==> src/rtl/layer_mem_pkg.sv <==
// Shared constants and FSM state encoding for the layer-memory write/verify blocks.
package layer_mem_pkg;

    localparam int LM_COUNT      = 8;
    localparam int LM_W          = 8;
    localparam int LM_ADDR_WIDTH = 15;
    localparam int LM_READ_LAT   = 2;
    localparam int LM_BASE_ADDR  = 6144;

    typedef enum logic [2:0] {
        ST_IDLE   = 3'd0,
        ST_WRITE  = 3'd1,
        ST_VERIFY = 3'd2,
        ST_DRAIN  = 3'd3,
        ST_DONE   = 3'd4
    } state_e;

    // Counter width that stays legal (>= 1 bit) when the range collapses to a single value.
    function automatic int idx_width(input int n);
        return (n > 1) ? $clog2(n) : 1;
    endfunction

endpackage

==> src/rtl/bram_readback_checker.sv <==
// Aligns issued read indices with BRAM output data after READ_LAT cycles and records
// the first read-back mismatch of a transfer in sticky error / err_index registers.
module bram_readback_checker
    import layer_mem_pkg::*;
#(
    parameter int COUNT    = LM_COUNT,
    parameter int W        = LM_W,
    parameter int READ_LAT = LM_READ_LAT,
    parameter int IDX_W    = idx_width(LM_COUNT),
    parameter int EIW      = $clog2(LM_COUNT) + 1
) (
    input  logic               clk,
    input  logic               rst_n,
    input  logic               i_clear,
    input  logic               i_rd_valid,
    input  logic [IDX_W-1:0]   i_rd_idx,
    input  logic [COUNT*W-1:0] i_expected,
    input  logic [W-1:0]       i_bram_dout,
    output logic               o_error,
    output logic [EIW-1:0]     o_err_index
);

    logic [READ_LAT-1:0]            r_vld_pipe;
    logic [READ_LAT-1:0][IDX_W-1:0] r_idx_pipe;
    logic                           r_error;
    logic [EIW-1:0]                 r_err_index;
    logic [IDX_W-1:0]               w_tap_idx;
    logic                           w_mismatch;

    assign w_tap_idx  = r_idx_pipe[READ_LAT-1];
    assign w_mismatch = r_vld_pipe[READ_LAT-1] &&
                        (i_bram_dout != i_expected[int'(w_tap_idx)*W +: W]);

    always_ff @(posedge clk) begin
        if (!rst_n) begin
            r_vld_pipe  <= '0;
            r_idx_pipe  <= '0;
            r_error     <= 1'b0;
            r_err_index <= '0;
        end else begin
            r_vld_pipe[0] <= i_rd_valid;
            r_idx_pipe[0] <= i_rd_idx;
            // NOTE: non-blocking assignments make every stage read its neighbour's old value,
            // so the shift is correct regardless of loop order.
            for (int s = 1; s < READ_LAT; s++) begin
                r_vld_pipe[s] <= r_vld_pipe[s-1];
                r_idx_pipe[s] <= r_idx_pipe[s-1];
            end
            if (i_clear) begin
                r_error     <= 1'b0;
                r_err_index <= '0;
            end else if (w_mismatch) begin
                r_error <= 1'b1;
                if (!r_error) begin
                    r_err_index <= EIW'(w_tap_idx);
                end
            end
        end
    end

    assign o_error     = r_error;
    assign o_err_index = r_err_index;

endmodule

==> src/rtl/activation_writer.sv <==
// Writes a latched COUNT-element activation vector into BRAM, optionally reads it back
// and compares, then pulses done. Every output is registered and lags the FSM by one cycle.
module activation_writer
    import layer_mem_pkg::*;
#(
    parameter int COUNT      = LM_COUNT,
    parameter int W          = LM_W,
    parameter int ADDR_WIDTH = LM_ADDR_WIDTH,
    parameter int BASE_ADDR  = LM_BASE_ADDR,
    parameter int VERIFY     = 1,
    parameter int READ_LAT   = LM_READ_LAT
) (
    input  logic                    clk,
    input  logic                    rst_n,
    input  logic                    start,
    input  logic [COUNT*W-1:0]      data_in,
    output logic                    bram_en,
    output logic                    bram_ren,
    output logic                    bram_wen,
    output logic [ADDR_WIDTH-1:0]   bram_addr,
    output logic [W-1:0]            bram_din,
    input  logic [W-1:0]            bram_dout,
    output logic                    busy,
    output logic                    done,
    output logic                    error,
    output logic [$clog2(COUNT):0]  err_index
);

    localparam int IDX_W = idx_width(COUNT);
    localparam int EIW   = $clog2(COUNT) + 1;
    localparam int DRN_W = idx_width(READ_LAT);
    localparam logic [ADDR_WIDTH-1:0] BASE     = ADDR_WIDTH'(BASE_ADDR);
    localparam logic [IDX_W-1:0]      LAST_IDX = IDX_W'(COUNT - 1);
    localparam logic [DRN_W-1:0]      LAST_DRN = DRN_W'(READ_LAT - 1);

    if (longint'(BASE_ADDR) + longint'(COUNT) > (longint'(1) << ADDR_WIDTH)) begin : g_addr_range_bad
        $error("activation_writer: BASE_ADDR+COUNT exceeds the BRAM address space");
    end
    if (READ_LAT < 1 || COUNT < 1) begin : g_param_bad
        $error("activation_writer: COUNT and READ_LAT must be at least 1");
    end

    state_e               r_state, w_state_nxt;
    logic [IDX_W-1:0]     r_idx, w_idx_nxt;
    logic [DRN_W-1:0]     r_drn, w_drn_nxt;
    logic                 w_accept;
    logic [COUNT*W-1:0]   r_shadow;
    logic [IDX_W-1:0]     r_rd_idx;
    logic                 r_bram_en, r_bram_ren, r_bram_wen, r_busy, r_done;
    logic [ADDR_WIDTH-1:0] r_bram_addr;
    logic [W-1:0]         r_bram_din;

    always_comb begin
        // NOTE: defaults first so every path assigns every signal; otherwise a latch is inferred.
        w_state_nxt = r_state;
        w_idx_nxt   = r_idx;
        w_drn_nxt   = r_drn;
        w_accept    = 1'b0;
        case (r_state)
            ST_IDLE: begin
                if (start) begin
                    w_accept    = 1'b1;
                    w_state_nxt = ST_WRITE;
                    w_idx_nxt   = '0;
                end
            end
            ST_WRITE: begin
                if (r_idx == LAST_IDX) begin
                    w_idx_nxt   = '0;
                    w_state_nxt = (VERIFY != 0) ? ST_VERIFY : ST_DONE;
                end else begin
                    w_idx_nxt = r_idx + 1'b1;
                end
            end
            ST_VERIFY: begin
                if (r_idx == LAST_IDX) begin
                    w_idx_nxt   = '0;
                    w_drn_nxt   = '0;
                    w_state_nxt = ST_DRAIN;
                end else begin
                    w_idx_nxt = r_idx + 1'b1;
                end
            end
            ST_DRAIN: begin
                if (r_drn == LAST_DRN) begin
                    w_state_nxt = ST_DONE;
                end else begin
                    w_drn_nxt = r_drn + 1'b1;
                end
            end
            ST_DONE:  w_state_nxt = ST_IDLE;
            default:  w_state_nxt = ST_IDLE;
        endcase
    end

    always_ff @(posedge clk) begin
        if (!rst_n) begin
            r_state  <= ST_IDLE;
            r_idx    <= '0;
            r_drn    <= '0;
            r_shadow <= '0;
        end else begin
            r_state <= w_state_nxt;
            r_idx   <= w_idx_nxt;
            r_drn   <= w_drn_nxt;
            if (w_accept) begin
                r_shadow <= data_in;
            end
        end
    end

    // Port outputs follow the state of the previous cycle; address/data hold outside WRITE/VERIFY.
    always_ff @(posedge clk) begin
        if (!rst_n) begin
            r_bram_en   <= 1'b0;
            r_bram_ren  <= 1'b0;
            r_bram_wen  <= 1'b0;
            r_bram_addr <= '0;
            r_bram_din  <= '0;
            r_rd_idx    <= '0;
            r_busy      <= 1'b0;
            r_done      <= 1'b0;
        end else begin
            r_bram_en  <= (r_state == ST_WRITE) || (r_state == ST_VERIFY) || (r_state == ST_DRAIN);
            r_bram_wen <= (r_state == ST_WRITE);
            r_bram_ren <= (r_state == ST_VERIFY);
            r_busy     <= (w_state_nxt != ST_IDLE);
            r_done     <= (r_state == ST_DONE);
            if (r_state == ST_WRITE || r_state == ST_VERIFY) begin
                r_bram_addr <= BASE + ADDR_WIDTH'(r_idx);
            end
            if (r_state == ST_WRITE) begin
                r_bram_din <= r_shadow[int'(r_idx)*W +: W];
            end
            if (r_state == ST_VERIFY) begin
                r_rd_idx <= r_idx;
            end
        end
    end

    bram_readback_checker #(
        .COUNT    (COUNT),
        .W        (W),
        .READ_LAT (READ_LAT),
        .IDX_W    (IDX_W),
        .EIW      (EIW)
    ) u_checker (
        .clk         (clk),
        .rst_n       (rst_n),
        .i_clear     (w_accept),
        .i_rd_valid  (r_bram_ren),
        .i_rd_idx    (r_rd_idx),
        .i_expected  (r_shadow),
        .i_bram_dout (bram_dout),
        .o_error     (error),
        .o_err_index (err_index)
    );

    assign bram_en   = r_bram_en;
    assign bram_ren  = r_bram_ren;
    assign bram_wen  = r_bram_wen;
    assign bram_addr = r_bram_addr;
    assign bram_din  = r_bram_din;
    assign busy      = r_busy;
    assign done      = r_done;

endmodule
==> config.mk <==
export PLATFORM = sky130hd
export DESIGN_NAME = activation_writer
export DESIGN_NICKNAME = d
export VERILOG_FILES = /design/src/rtl/layer_mem_pkg.sv /design/src/rtl/bram_readback_checker.sv /design/src/rtl/activation_writer.sv
export SDC_FILE = /design/constraint.sdc
export NUM_CORES = 1
export LEC_CHECK = 0
export CAP_MARGIN = 15
export CORE_MARGIN = 2
export CORE_UTILIZATION = 36
export CTS_BUF_LIST = sky130_fd_sc_hd__clkbuf_8 sky130_fd_sc_hd__clkbuf_16
export DETAILED_ROUTE_END_ITERATION = 8
export GPL_ROUTABILITY_DRIVEN = 0
export PLACE_DENSITY = 0.72
export SKIP_LAST_GASP = 1
export SYNTH_ARGS = -nofsm -noshare
export SYNTH_HDL_FRONTEND = slang
export SYNTH_SLANG_ARGS = --single-unit
==> constraint.sdc <==
create_clock -name clk -period 2.5 [get_ports clk]
set_input_delay 0.25 -clock clk [delete_from_list [all_inputs] [get_ports clk]]
set_output_delay 0.25 -clock clk [all_outputs]
set_load 0.005 [all_outputs]
---- Word-level counts from Yosys, hierarchy flattened ----
Index checks and enable logic that the tools add are counted.
storage, ports and cells
  flip-flop bits (word level) ............. 114
  bits of input ports ..................... 75
  output and inout port bits .............. 33
  word-level logic and storage cells ...... 57
operators by class
  $add $sub $neg .......................... 3
  equality and inequality tests ........... 8
  shift operators ......................... 2
  mux-type cells .......................... 13
  bitwise logic cells ..................... 2
  reduce and logical (&&, ||, !) cells .... 12
operator list
  cell                   count
  $shiftx 64x7->8        2
  $mux 3                 6
  $add 13x3->14 const A  1
  $pmux 3 s4             1
  $ne 8x8->1             1
  $eq 3x2->1 const B     2
  $eq 3x3->1 const B     2
  $pmux 3 s2             1
  $reduce_and 2->1       3
  $mux 1                 4
  $ne 2x2->1 const B     2
  $reduce_bool 2->1      2
  $reduce_or 2->1        2
  $add 3x1->3 const B    1
  $eq 3x1->1 const B     1
  $logic_not 3->1        1
  $reduce_bool 3->1      1
  $logic_or 1x1->1       2
  $not 1->1              2
  $pmux 1 s2             1
  $add 1x1->1 const B    1
  $logic_and 1x1->1      1

---- Depth between registers and ports, before layout ----
Gate-level depths: netlist (run 1).
  word-level depth ........................ 4
  mapped depth ............................ 9
  depth with buffers taken out ............ 7

---- Cells and area by module ----
Synthesis (run 1) repeated with hierarchy kept, for this count alone.
unflattened totals
  cells, all modules ...................... 532
  area total of the unflattened synthesis .. 4794.6 µm²
by module, submodules not included
  module                 instances  cells an instance  area each (µm²)  seq. area each (µm²)
  activation_writer      1          448                3793.6           1821.7
  bram_readback_checker  1          84                 1001.0           240.2

---- Worst setup path before layout (run 1) ----
OpenSTA, ideal clock, no wires.
  path kind ............................... reg2reg
  from .................................... reg u_checker.r_idx_pipe (netlist bit u_checker.w_tap_idx[1])
  to ...................................... reg u_checker.r_err_index[0], in the netlist u_checker.o_err_index[0]
  setup time .............................. 0.072 ns
  data arrival time ....................... 2.168 ns
  required time ........................... 2.428 ns
  setup slack ............................. 0.260 ns
  cell stages (with the launch flop) ...... 9
  buffers on the path ..................... 2
  clock period less this slack ............ 2.240 ns
  cells stage by stage .................... dfxtp_1 -> buf_2 -> buf_1 -> mux4_2 -> mux2i_1 -> xor2_1 -> o2111ai_2 -> o311ai_4 -> mux2i_1
between the ends
  cells in the longest elaborated chain, start to end .. 4
RTL lines
  item                               line                         source
  start, declared                    bram_readback_checker.sv:24  logic [READ_LAT-1:0][IDX_W-1:0] r_idx_pipe;
  start signal, assigned by index    bram_readback_checker.sv:47  r_idx_pipe[s] <= r_idx_pipe[s-1];
  $shiftx 64x7->8                    bram_readback_checker.sv:32  (i_bram_dout != i_expected[int'(w_tap_idx)*W +: W]);
  $ne 8x8->1                         bram_readback_checker.sv:32
  $logic_and 1x1->1                  bram_readback_checker.sv:31  assign w_mismatch = r_vld_pipe[READ_LAT-1] &&
  $reduce_and 2->1 (no source line)  n/a
  end signal, assigned               bram_readback_checker.sv:55  r_err_index <= EIW'(w_tap_idx);
  end, declared                      bram_readback_checker.sv:26  logic [EIW-1:0] r_err_index;
Every way passes these cells.
A chain may end at the register's enable or synchronous reset.

---- Final worst setup path (run 1) ----
  from .................................... reg u_checker.r_idx_pipe (netlist bit u_checker.w_tap_idx[0])
  to ...................................... reg u_checker.r_err_index[2], in the netlist u_checker.o_err_index[2]
Same word-level chain as after synthesis.

==> impl_results.rst, run 1 <==
.. list-table::
   :header-rows: 1

   * - Metric
     - Value
   * - Outcome
     - finished clean
   * - Overall overflow remaining after global route
     - 0
   * - Half-perimeter wire length after placement
     - 9400 µm
   * - Number of warnings reported in the yosys synthesis log
     - 0
   * - Iter 0 DRT Violations
     - 228
   * - Clock-pin transition on the worst setup and hold timing paths
     - 0.06 ns
   * - Met1 Resource Use GR
     - 22.1%
   * - Number of buffers created by CTS
     - 9
   * - CTS Buffer Depth
     - 2
   * - Tmin final
     - 2.38 ns
   * - Fmax achieved
     - 420 MHz
   * - Initial antenna violation count
     - 0
   * - Routing usage on met2
     - 30.2%
   * - Clock sink total
     - 103
   * - Source-to-sink clock delay at the later pin of the worst-skew pair
     - 0.35 ns
   * - Chip Height
     - 119 µm
   * - Clock Skews
     - 0.00666 ns
   * - Layout cell share with drive strength beyond 1
     - 8.70%
   * - Pin count of the biggest net entering global routing
     - 68
   * - Unrepaired setup endpoints after global routing
     - false
   * - Count of pins over their slew limit
     - 0
   * - Buffer type at the clock tree root
     - clkbuf_16
   * - Port Buf Inserts
     - 96
   * - ANT cells
     - 0
   * - Path class of the lowest-slack min-delay path
     - in2reg
   * - Global-route wire length before repair
     - 19600 µm
   * - Number of enable flip-flop cells after synthesis
     - 0
   * - Wire length per cell
     - 15.8 µm
   * - Count of state elements after synthesis
     - 103
   * - CTS H-tree lvls
     - 3
   * - Crit path cell chain
     - buf_6 -> mux4_1 -> mux2i_2 -> xor2_1 -> nand3_1 -> o311ai_4 -> mux2i_1
   * - Proportion of netlist area held by the largest area contributor
     - 43.4%
   * - Pwr dens
     - 595 nW/µm²
   * - Via count
     - 3935
   * - Longest individual stage delay on the worst path
     - 0.58 ns
   * - Number of global-route vias before repair
     - 3829
   * - Critical path class
     - reg2reg
   * - Drc violations
     - 0
   * - Std-Cell Core Area
     - 12800 µm²
   * - Most used cells in the layout excluding fill and tap cells
     - 144 x nand2_1, 102 x dfxtp_1, 96 x clkdlybuf4s50_1, 72 x a21oi_1, 34 x mux2i_1
   * - Setup TNS Final
     - 0 ns
   * - Clock tree from TritonCTS
     - done
   * - Cells taking the most area after synthesis
     - dfxtp_1 43%, nand2_1 11%, mux4_2 9.0%
   * - Arrival time at the worst endpoint
     - 2.65 ns
   * - All-layer global routing usage
     - 17.7%
   * - Post-layout nets
     - 681
   * - Die area
     - 14100 µm²
   * - Per-instance average area after synthesis
     - 9.06 µm²
   * - Number of instances in the synthesized netlist
     - 524
   * - Ys async rst share
     - 0%
   * - Leakage power total
     - 0.00217 µW
   * - Met3 global-route usage
     - 3.35%
   * - CP endpoint kind
     - flip-flop
   * - Yosys top cell by area
     - dfxtp_1
   * - Final count of hold timing violations
     - 0
   * - Starting utilization of the core area
     - 37.2%
   * - Number of library cell types mapped by synthesis
     - 37
   * - Final antenna-violating net count
     - 0
   * - Commonest non-fill, non-tap cell in the layout
     - nand2_1
   * - Highest net fanout along the worst path
     - 6
   * - Primary flip-flop cell chosen by synthesis mapping
     - dfxtp_1
   * - VDD IR-drop max
     - 0.283 mV
   * - Cell with the largest stage delay on the worst path
     - mux4_1
   * - Number of top-level pins
     - 108
   * - Relative slew slack
     - 57.8%
   * - Number of setup violations in the final report
     - 0
   * - Cell row count
     - 41
   * - Area overhead of the layout relative to synthesis
     - 28.9%
   * - Number of maximum-capacitance constraint violations
     - 0
   * - Count of buffering cells on the critical path with inverters included
     - 1
   * - Most congested layer reported by global routing
     - met2
   * - Required arrival time at the worst endpoint
     - 2.77 ns
   * - Horizontal die dimension
     - 119 µm
   * - Number of search-and-repair iterations in the first detailed-routing pass
     - 5
   * - Register area share after synthesis
     - 43.4%
   * - Final clock period utilization by the worst path
     - 95.3%
   * - WL final
     - 12300 µm
   * - Post-route core utilization
     - 47.9%
   * - Netlist area before placement
     - 4750 µm²
   * - Slew @ Worst Pin
     - 0.632 ns
   * - Via density per instance
     - 5.04
   * - Dominant delay contributor by cell family on the critical path
     - multiplexers
   * - Sort of element at the start of the critical path
     - flip-flop
## sequential cells by signal (all words and copies together), names as in the netlist, 2 cells and up
| signal | count |
|---|---|
| r_shadow | 64 |
| bram_din | 8 |
| bram_addr | 4 |
| r_idx | 3 |
| r_rd_idx | 3 |
| r_state | 3 |
| u_checker.o_err_index | 3 |
| u_checker.r_idx_pipe | 3 |
| u_checker.w_tap_idx | 3 |
| u_checker.r_vld_pipe | 2 |
## stage by stage
stage	std cells	cell area (µm²)	total power (µW)	setup WS, ns	hold slack (ns)
6_report	781	6120	3640	0.117	0.446
5_1_grt	781	6120	3770	0.00333	0.465
4_1_cts	780	6110	3660	0.0507	0.446
3_5_place_dp	764	5810	2300	0.0286	0.432
3_3_place_gp	764	5810	2290	0.182	0.433
2_1_floorplan	534	4790	2070	0.260	0.386
## report_power, final
| part | leakage (µW) | switching [µW] | internal (µW) |
|---|---|---|---|
| combinational | 0.00118 | 220 | 261 |
| clock | 0.000150 | 601 | 770 |
| sequential | 0.000843 | 69.7 | 1720 |
| total | 0.00217 | 890 | 2750 |
## cells in the mapped netlist (6+ instances only)
cell / number
clkbuf_1: 29
mux4_2: 19
dfxtp_1: 103
a211oi_1: 9
mux2i_1: 35
nor2_1: 28
mux4_1: 6
a21oi_1: 72
and2_1: 9
buf_4: 13
nand2_1: 144
## tightest hold or removal path, delay by kind of cell
kind	cells	cell delay [ns]
AO/OA/AOI/OAI	1	0.05
buffers and inverters	1	0.39
AND/OR/NAND/NOR	1	0.05
## area by class of cell
class,count,area [µm²]
repair buffers,110,1080
fillers,1192,6660
multi-input cells,377,2450
clock inverters,7,66.3
inverters,3,11.3
flip-flops and latches,103,2070
well taps,172,215
clock buffers,9,225
## worst paths after layout
check / start / endpoint / slack (ns) / depth (start not counted)
hold / removal: data_in[4] / r_shadow[4] / 0.45 / 3
setup reg to reg: u_checker.w_tap_idx[0] / u_checker.o_err_index[2] / 0.12 / 7
setup / recovery: u_checker.w_tap_idx[0] / u_checker.o_err_index[2] / 0.12 / 7
hold reg to reg: u_checker.r_vld_pipe[0] / u_checker.r_vld_pipe[1] / 0.45 / 1
## cells by family (layout without fill, tap and decap cells)
group,Yosys count,after routing,share of synthesized area [%]
simple gates,202,202,17.4
flops,103,103,43.4
compound gates,97,97,12.0
mux,60,60,19.7
buf+inv,54,129,5.85
xor+xnor,5,5,0.922
fa+ha+maj,2,2,0.527
other cells,1,11,0.0790
## metal layers
layer  routed length, µm  vias to the layer above  part of all wire, %
met4                 329                        0                  2.7
met5                   0                        -                    0
met1                5220                     1841                   42
met3                 627                       26                  5.1
li1                    -                     1939                    -
met2                6180                      129                   50
## what timing repair did
item                                   4_1_cts  5_1_grt
pin swaps                                    1        3
hold buffers                                 0        0
buffers inserted                             0        1
setup endpoints to repair                    2        3
endpoints found under the hold margin        0        0
resized for setup                            2        3
Power figures use the tool's default switching activity.
==> run 2, diff against run 1 <==
MAX_ROUTING_LAYER = met4   (was unset)
==> run 2 against run 1 <==
Net effect: flip-flop and latch count did not move; die area did not move; sequential power about the same; total power is essentially flat; clock skew hardly changed; wire length about the same; critical path type unchanged; largest cell class unchanged.
==> impl_results.rst, run 2 (same netlist as run 1, synthesis figures left out) <==
.. list-table::
   :header-rows: 1

   * - Metric
     - Value
   * - Crit path cell chain
     - buf_6 -> mux4_1 -> mux2i_2 -> xor2_1 -> nand3_1 -> o311ai_4 -> mux2i_1
   * - Via count
     - 3912
   * - Die area
     - 14100 µm²
   * - Global-route wire length before repair
     - 19600 µm
   * - Cell with the largest stage delay on the worst path
     - mux4_1
   * - Final antenna-violating net count
     - 0
   * - Arrival time at the worst endpoint
     - 2.65 ns
   * - Final hold slack
     - 0.446 ns
   * - Slew @ Worst Pin
     - 0.625 ns
   * - Chip Height
     - 119 µm
   * - Number of buffers created by CTS
     - 9
   * - Setup TNS Final
     - 0 ns
   * - Number of global-route vias before repair
     - 3830
   * - Outcome
     - finished clean
   * - Source-to-sink clock delay at the later pin of the worst-skew pair
     - 0.35 ns
   * - Tmin final
     - 2.38 ns
   * - Final count of hold timing violations
     - 0
   * - WL final
     - 12400 µm
   * - Port Buf Inserts
     - 96
   * - Number of top-level pins
     - 108
   * - PnR worst setup slack
     - 0.121 ns
   * - Path class of the lowest-slack min-delay path
     - in2reg
   * - CTS Buffer Depth
     - 2
   * - Count of pins over their slew limit
     - 0
   * - Post-layout nets
     - 681
   * - VDD IR-drop max
     - 0.283 mV
   * - Leakage power total
     - 0.00217 µW
   * - Number of setup violations in the final report
     - 0
   * - Half-perimeter wire length after placement
     - 9400 µm
   * - Placement Setup Slack
     - 0.0286 ns
   * - Clock tree from TritonCTS
     - done
   * - Initial antenna violation count
     - 0
   * - Largest register FFs
     - 64
   * - Sort of element at the start of the critical path
     - flip-flop
   * - Register name with the most flops
     - r_shadow
   * - Critical path class
     - reg2reg
   * - Clock Skews
     - 0.00647 ns
   * - Overall overflow remaining after global route
     - 0
   * - Longest individual stage delay on the worst path
     - 0.57 ns
   * - Required arrival time at the worst endpoint
     - 2.77 ns
   * - Horizontal die dimension
     - 119 µm
   * - Number of search-and-repair iterations in the first detailed-routing pass
     - 5
   * - Via density per instance
     - 5.01
   * - Pwr dens
     - 595 nW/µm²
   * - Area overhead of the layout relative to synthesis
     - 28.9%
   * - Number of maximum-capacitance constraint violations
     - 0
   * - Clock sink total
     - 103
   * - Std-Cell Core Area
     - 12800 µm²
   * - Final clock period utilization by the worst path
     - 95.2%
   * - ANT cells
     - 0
   * - Highest net fanout along the worst path
     - 6
   * - Final Instance Area
     - 6120 µm²
   * - Clock-pin transition on the worst setup and hold timing paths
     - 0.06 ns
   * - Total power
     - 3640 µW
   * - Drc violations
     - 0
   * - Most used cells in the layout excluding fill and tap cells
     - 144 x nand2_1, 102 x dfxtp_1, 96 x clkdlybuf4s50_1, 72 x a21oi_1, 34 x mux2i_1
   * - Unrepaired setup endpoints after global routing
     - false
   * - Starting utilization of the core area
     - 37.2%
   * - Pin count of the biggest net entering global routing
     - 68
   * - Cell row count
     - 41
   * - Layout cell share with drive strength beyond 1
     - 8.70%
   * - Commonest non-fill, non-tap cell in the layout
     - nand2_1
   * - All-layer global routing usage
     - 18.2%
   * - CTS H-tree lvls
     - 3
   * - CP endpoint kind
     - flip-flop
   * - Dominant delay contributor by cell family on the critical path
     - multiplexers
   * - Iter 0 DRT Violations
     - 236
   * - Wire length per cell
     - 15.8 µm
   * - Buffer type at the clock tree root
     - clkbuf_16
   * - Relative slew slack
     - 58.3%
   * - Count of buffering cells on the critical path with inverters included
     - 1
   * - Cell area after placement
     - 5810 µm²
   * - Fmax achieved
     - 420 MHz
-- run 2: cell counts in the layout (fill, tap and decap cells not counted) --
No cell type changed its count.
-- run 2: metrics by stage --
stage	utilization, %	instances
after detailed placement	45.5	764
after floorplan	-	534
after global routing	47.9	781
after CTS	47.8	780
after global placement	45.5	764
final	47.9	781
-- run 2: report_power, final --
| part | internal, µW | total (µW) | switching, µW |
|---|---|---|---|
| Combinational | 261 | 482 | 220 |
| Clock | 770 | 1370 | 600 |
| Sequential | 1720 | 1790 | 70.1 |
| Total | 2750 | 3640 | 891 |
-- run 2: final timing paths --
path | cells past startpoint | start | to | slack (ns)
setup / recovery | 7 | u_checker.w_tap_idx[0] | u_checker.o_err_index[2] | 0.12
hold / removal | 3 | data_in[4] | r_shadow[4] | 0.45
setup reg to reg | 7 | u_checker.w_tap_idx[0] | u_checker.o_err_index[2] | 0.12
hold reg to reg | 1 | u_checker.r_vld_pipe[0] | u_checker.r_vld_pipe[1] | 0.45
-- run 2: layout make-up --
class | count | area [µm²]
Sequential cell | 103 | 2070
Timing Repair Buffer | 110 | 1080
Fill cell | 1192 | 6660
Inverter | 3 | 11.3
Clock inverter | 7 | 66.3
Tap cell | 172 | 215
Multi-Input combinational cell | 377 | 2450
Clock buffer | 9 | 225
-- run 2: tightest hold or removal path, cell delays in order --
cell,delay [ns]
clkdlybuf4s50_1,0.39
nand2_1,0.05
a21oi_1,0.05
-- run 2: timing repair --
| action | 4_1_cts | 5_1_grt |
|---|---|---|
| pin swaps | 1 | 3 |
| resized for setup | 2 | 3 |
| hold buffers | 0 | 0 |
| buffers inserted | 0 | 1 |
| endpoints found under the setup margin | 2 | 3 |
-- run 2: per-layer routing --
metal	routed length (µm)	up-vias	GRT usage (%)
li1	-	1936	-
met1	5220	1827	22.3
met2	6170	125	30.1
met3	657	24	3.11
met4	311	0	6.92
met5	0	-	-
==> run 3, diff against run 2 <==
RECOVER_POWER = 100   (was unset)
==> run 3 against run 2 <==
Net effect: sequential power about the same; hold slack hardly changed; global-route usage stayed put; non-clock buffer count is the same; clock power is essentially flat; critical endpoint unchanged.
==> impl_results.rst, run 3 (same netlist as run 1, synthesis figures left out) <==
.. list-table::
   :header-rows: 1

   * - Metric
     - Value
   * - Die area
     - 14100 µm²
   * - Final antenna-violating net count
     - 0
   * - Final hold slack
     - 0.446 ns
   * - Arrival time at the worst endpoint
     - 2.65 ns
   * - Via density per instance
     - 5.03
   * - All-layer global routing usage
     - 18.2%
   * - Critical path class
     - reg2reg
   * - Starting utilization of the core area
     - 37.2%
   * - Setup TNS Final
     - 0 ns
   * - Source-to-sink clock delay at the later pin of the worst-skew pair
     - 0.35 ns
   * - Half-perimeter wire length after placement
     - 9400 µm
   * - Tmin final
     - 2.39 ns
   * - Global-route wire length before repair
     - 19600 µm
   * - Count of pins over their slew limit
     - 0
   * - Unrepaired setup endpoints after global routing
     - false
   * - VDD IR-drop max
     - 0.284 mV
   * - Crit path cell chain
     - buf_6 -> mux4_1 -> mux2i_2 -> xor2_1 -> nand3_1 -> o311ai_4 -> mux2i_1
   * - CTS H-tree lvls
     - 3
   * - ANT cells
     - 0
   * - CTS Buffer Depth
     - 2
   * - Outcome
     - finished clean
   * - Post-layout nets
     - 681
   * - Sort of element at the start of the critical path
     - flip-flop
   * - Relative slew slack
     - 19.4%
   * - CP endpoint kind
     - flip-flop
   * - Pin count of the biggest net entering global routing
     - 68
   * - Chip Height
     - 119 µm
   * - Initial antenna violation count
     - 0
   * - Clock tree from TritonCTS
     - done
   * - Area overhead of the layout relative to synthesis
     - 28.6%
   * - Slew @ Worst Pin
     - 1.21 ns
   * - Placement Setup Slack
     - 0.0286 ns
   * - Depth of the worst register-to-register path
     - 7
   * - Via count
     - 3927
   * - Buffer type at the clock tree root
     - clkbuf_16
   * - Hold depth
     - 3
   * - Iter 0 DRT Violations
     - 241
   * - Clock-pin transition on the worst setup and hold timing paths
     - 0.06 ns
   * - Final count of hold timing violations
     - 0
   * - Wire length per cell
     - 15.8 µm
   * - Final clock period utilization by the worst path
     - 95.7%
   * - Cell with the largest stage delay on the worst path
     - mux4_1
   * - Required arrival time at the worst endpoint
     - 2.76 ns
   * - Number of search-and-repair iterations in the first detailed-routing pass
     - 4
   * - Number of top-level pins
     - 108
   * - Number of maximum-capacitance constraint violations
     - 0
   * - WL final
     - 12300 µm
   * - Highest net fanout along the worst path
     - 6
   * - Overall overflow remaining after global route
     - 0
   * - Leakage power total
     - 0.00223 µW
   * - Layout cell share with drive strength beyond 1
     - 8.37%
   * - Clock Skews
     - 0.00609 ns
   * - Number of buffers created by CTS
     - 9
   * - Horizontal die dimension
     - 119 µm
   * - Drc violations
     - 0
   * - Most used cells in the layout excluding fill and tap cells
     - 144 x nand2_1, 102 x dfxtp_1, 73 x clkdlybuf4s50_1, 72 x a21oi_1, 34 x mux2i_1
   * - PnR worst setup slack
     - 0.108 ns
   * - Largest register FFs
     - 64
   * - Clock sink total
     - 103
   * - Cell row count
     - 41
   * - Number of setup violations in the final report
     - 0
   * - CTS Hold Buffers Added
     - 0
   * - Longest individual stage delay on the worst path
     - 0.58 ns
   * - Number of global-route vias before repair
     - 3830
   * - Port Buf Inserts
     - 96
   * - Register name with the most flops
     - r_shadow
   * - Pwr dens
     - 594 nW/µm²
   * - Commonest non-fill, non-tap cell in the layout
     - nand2_1
   * - Path class of the lowest-slack min-delay path
     - in2reg
   * - Fmax achieved
     - 418 MHz
   * - Std-Cell Core Area
     - 12800 µm²
-- run 3: path summary, 6_finish.rpt --
| path | startpoint | to | slack (ns) |
|---|---|---|---|
| hold / removal | data_in[4] | r_shadow[4] | 0.45 |
| hold reg to reg | u_checker.r_vld_pipe[0] | u_checker.r_vld_pipe[1] | 0.46 |
| setup reg to reg | u_checker.w_tap_idx[0] | u_checker.o_err_index[2] | 0.11 |
| setup / recovery | u_checker.w_tap_idx[0] | u_checker.o_err_index[2] | 0.11 |
-- run 3: critical path: cells and delay by family, from the launching register on --
family,cells,cell delay (ns)
AND/OR/NAND/NOR,1,0.17
multiplexers,3,1.06
flip-flops,1,0.37
XOR/XNOR,1,0.19
AO/OA/AOI/OAI,1,0.38
buffers and inverters,1,0.14
-- run 3: what timing repair did --
item | in CTS | in global routing
pin swaps | 1 | 3
gates resized for setup | 2 | 3
setup buffers | 0 | 1
endpoints found under the setup margin | 2 | 3
-- run 3: power by group --
| part | internal, µW | switching [µW] | total (µW) |
|---|---|---|---|
| clock network | 770 | 598 | 1370 |
| registers | 1720 | 69.4 | 1790 |
| logic | 252 | 219 | 471 |
-- run 3: per-stage QoR --
| step | power [µW] | instance area, µm² | cells | util [%] |
|---|---|---|---|---|
| floorplan | 2070 | 4790 | 534 | - |
| global placement | 2290 | 5810 | 764 | 45.5 |
| detailed placement | 2300 | 5810 | 764 | 45.5 |
| CTS | 3660 | 6110 | 780 | 47.8 |
| global route | 3760 | 6100 | 781 | 47.8 |
| finish | 3630 | 6100 | 781 | 47.8 |
-- run 3: cell type report --
cell class	count	area [µm²]
Clock buffer	9	225
Clock inverter	7	66.3
Fill cell	1191	6670
Inverter	3	11.3
Multi-Input combinational cell	377	2450
Sequential cell	103	2070
Tap cell	172	215
Timing Repair Buffer	110	1070
-- run 3: per-layer routing --
layer  GRT usage (%)  share of wire [%]  vias up
li1                -                  -     1939
met1            22.3                 42     1834
met2            30.1                 50      130
met3            3.11                5.4       24
met4            6.92                2.5        0
met5               -                  0        -
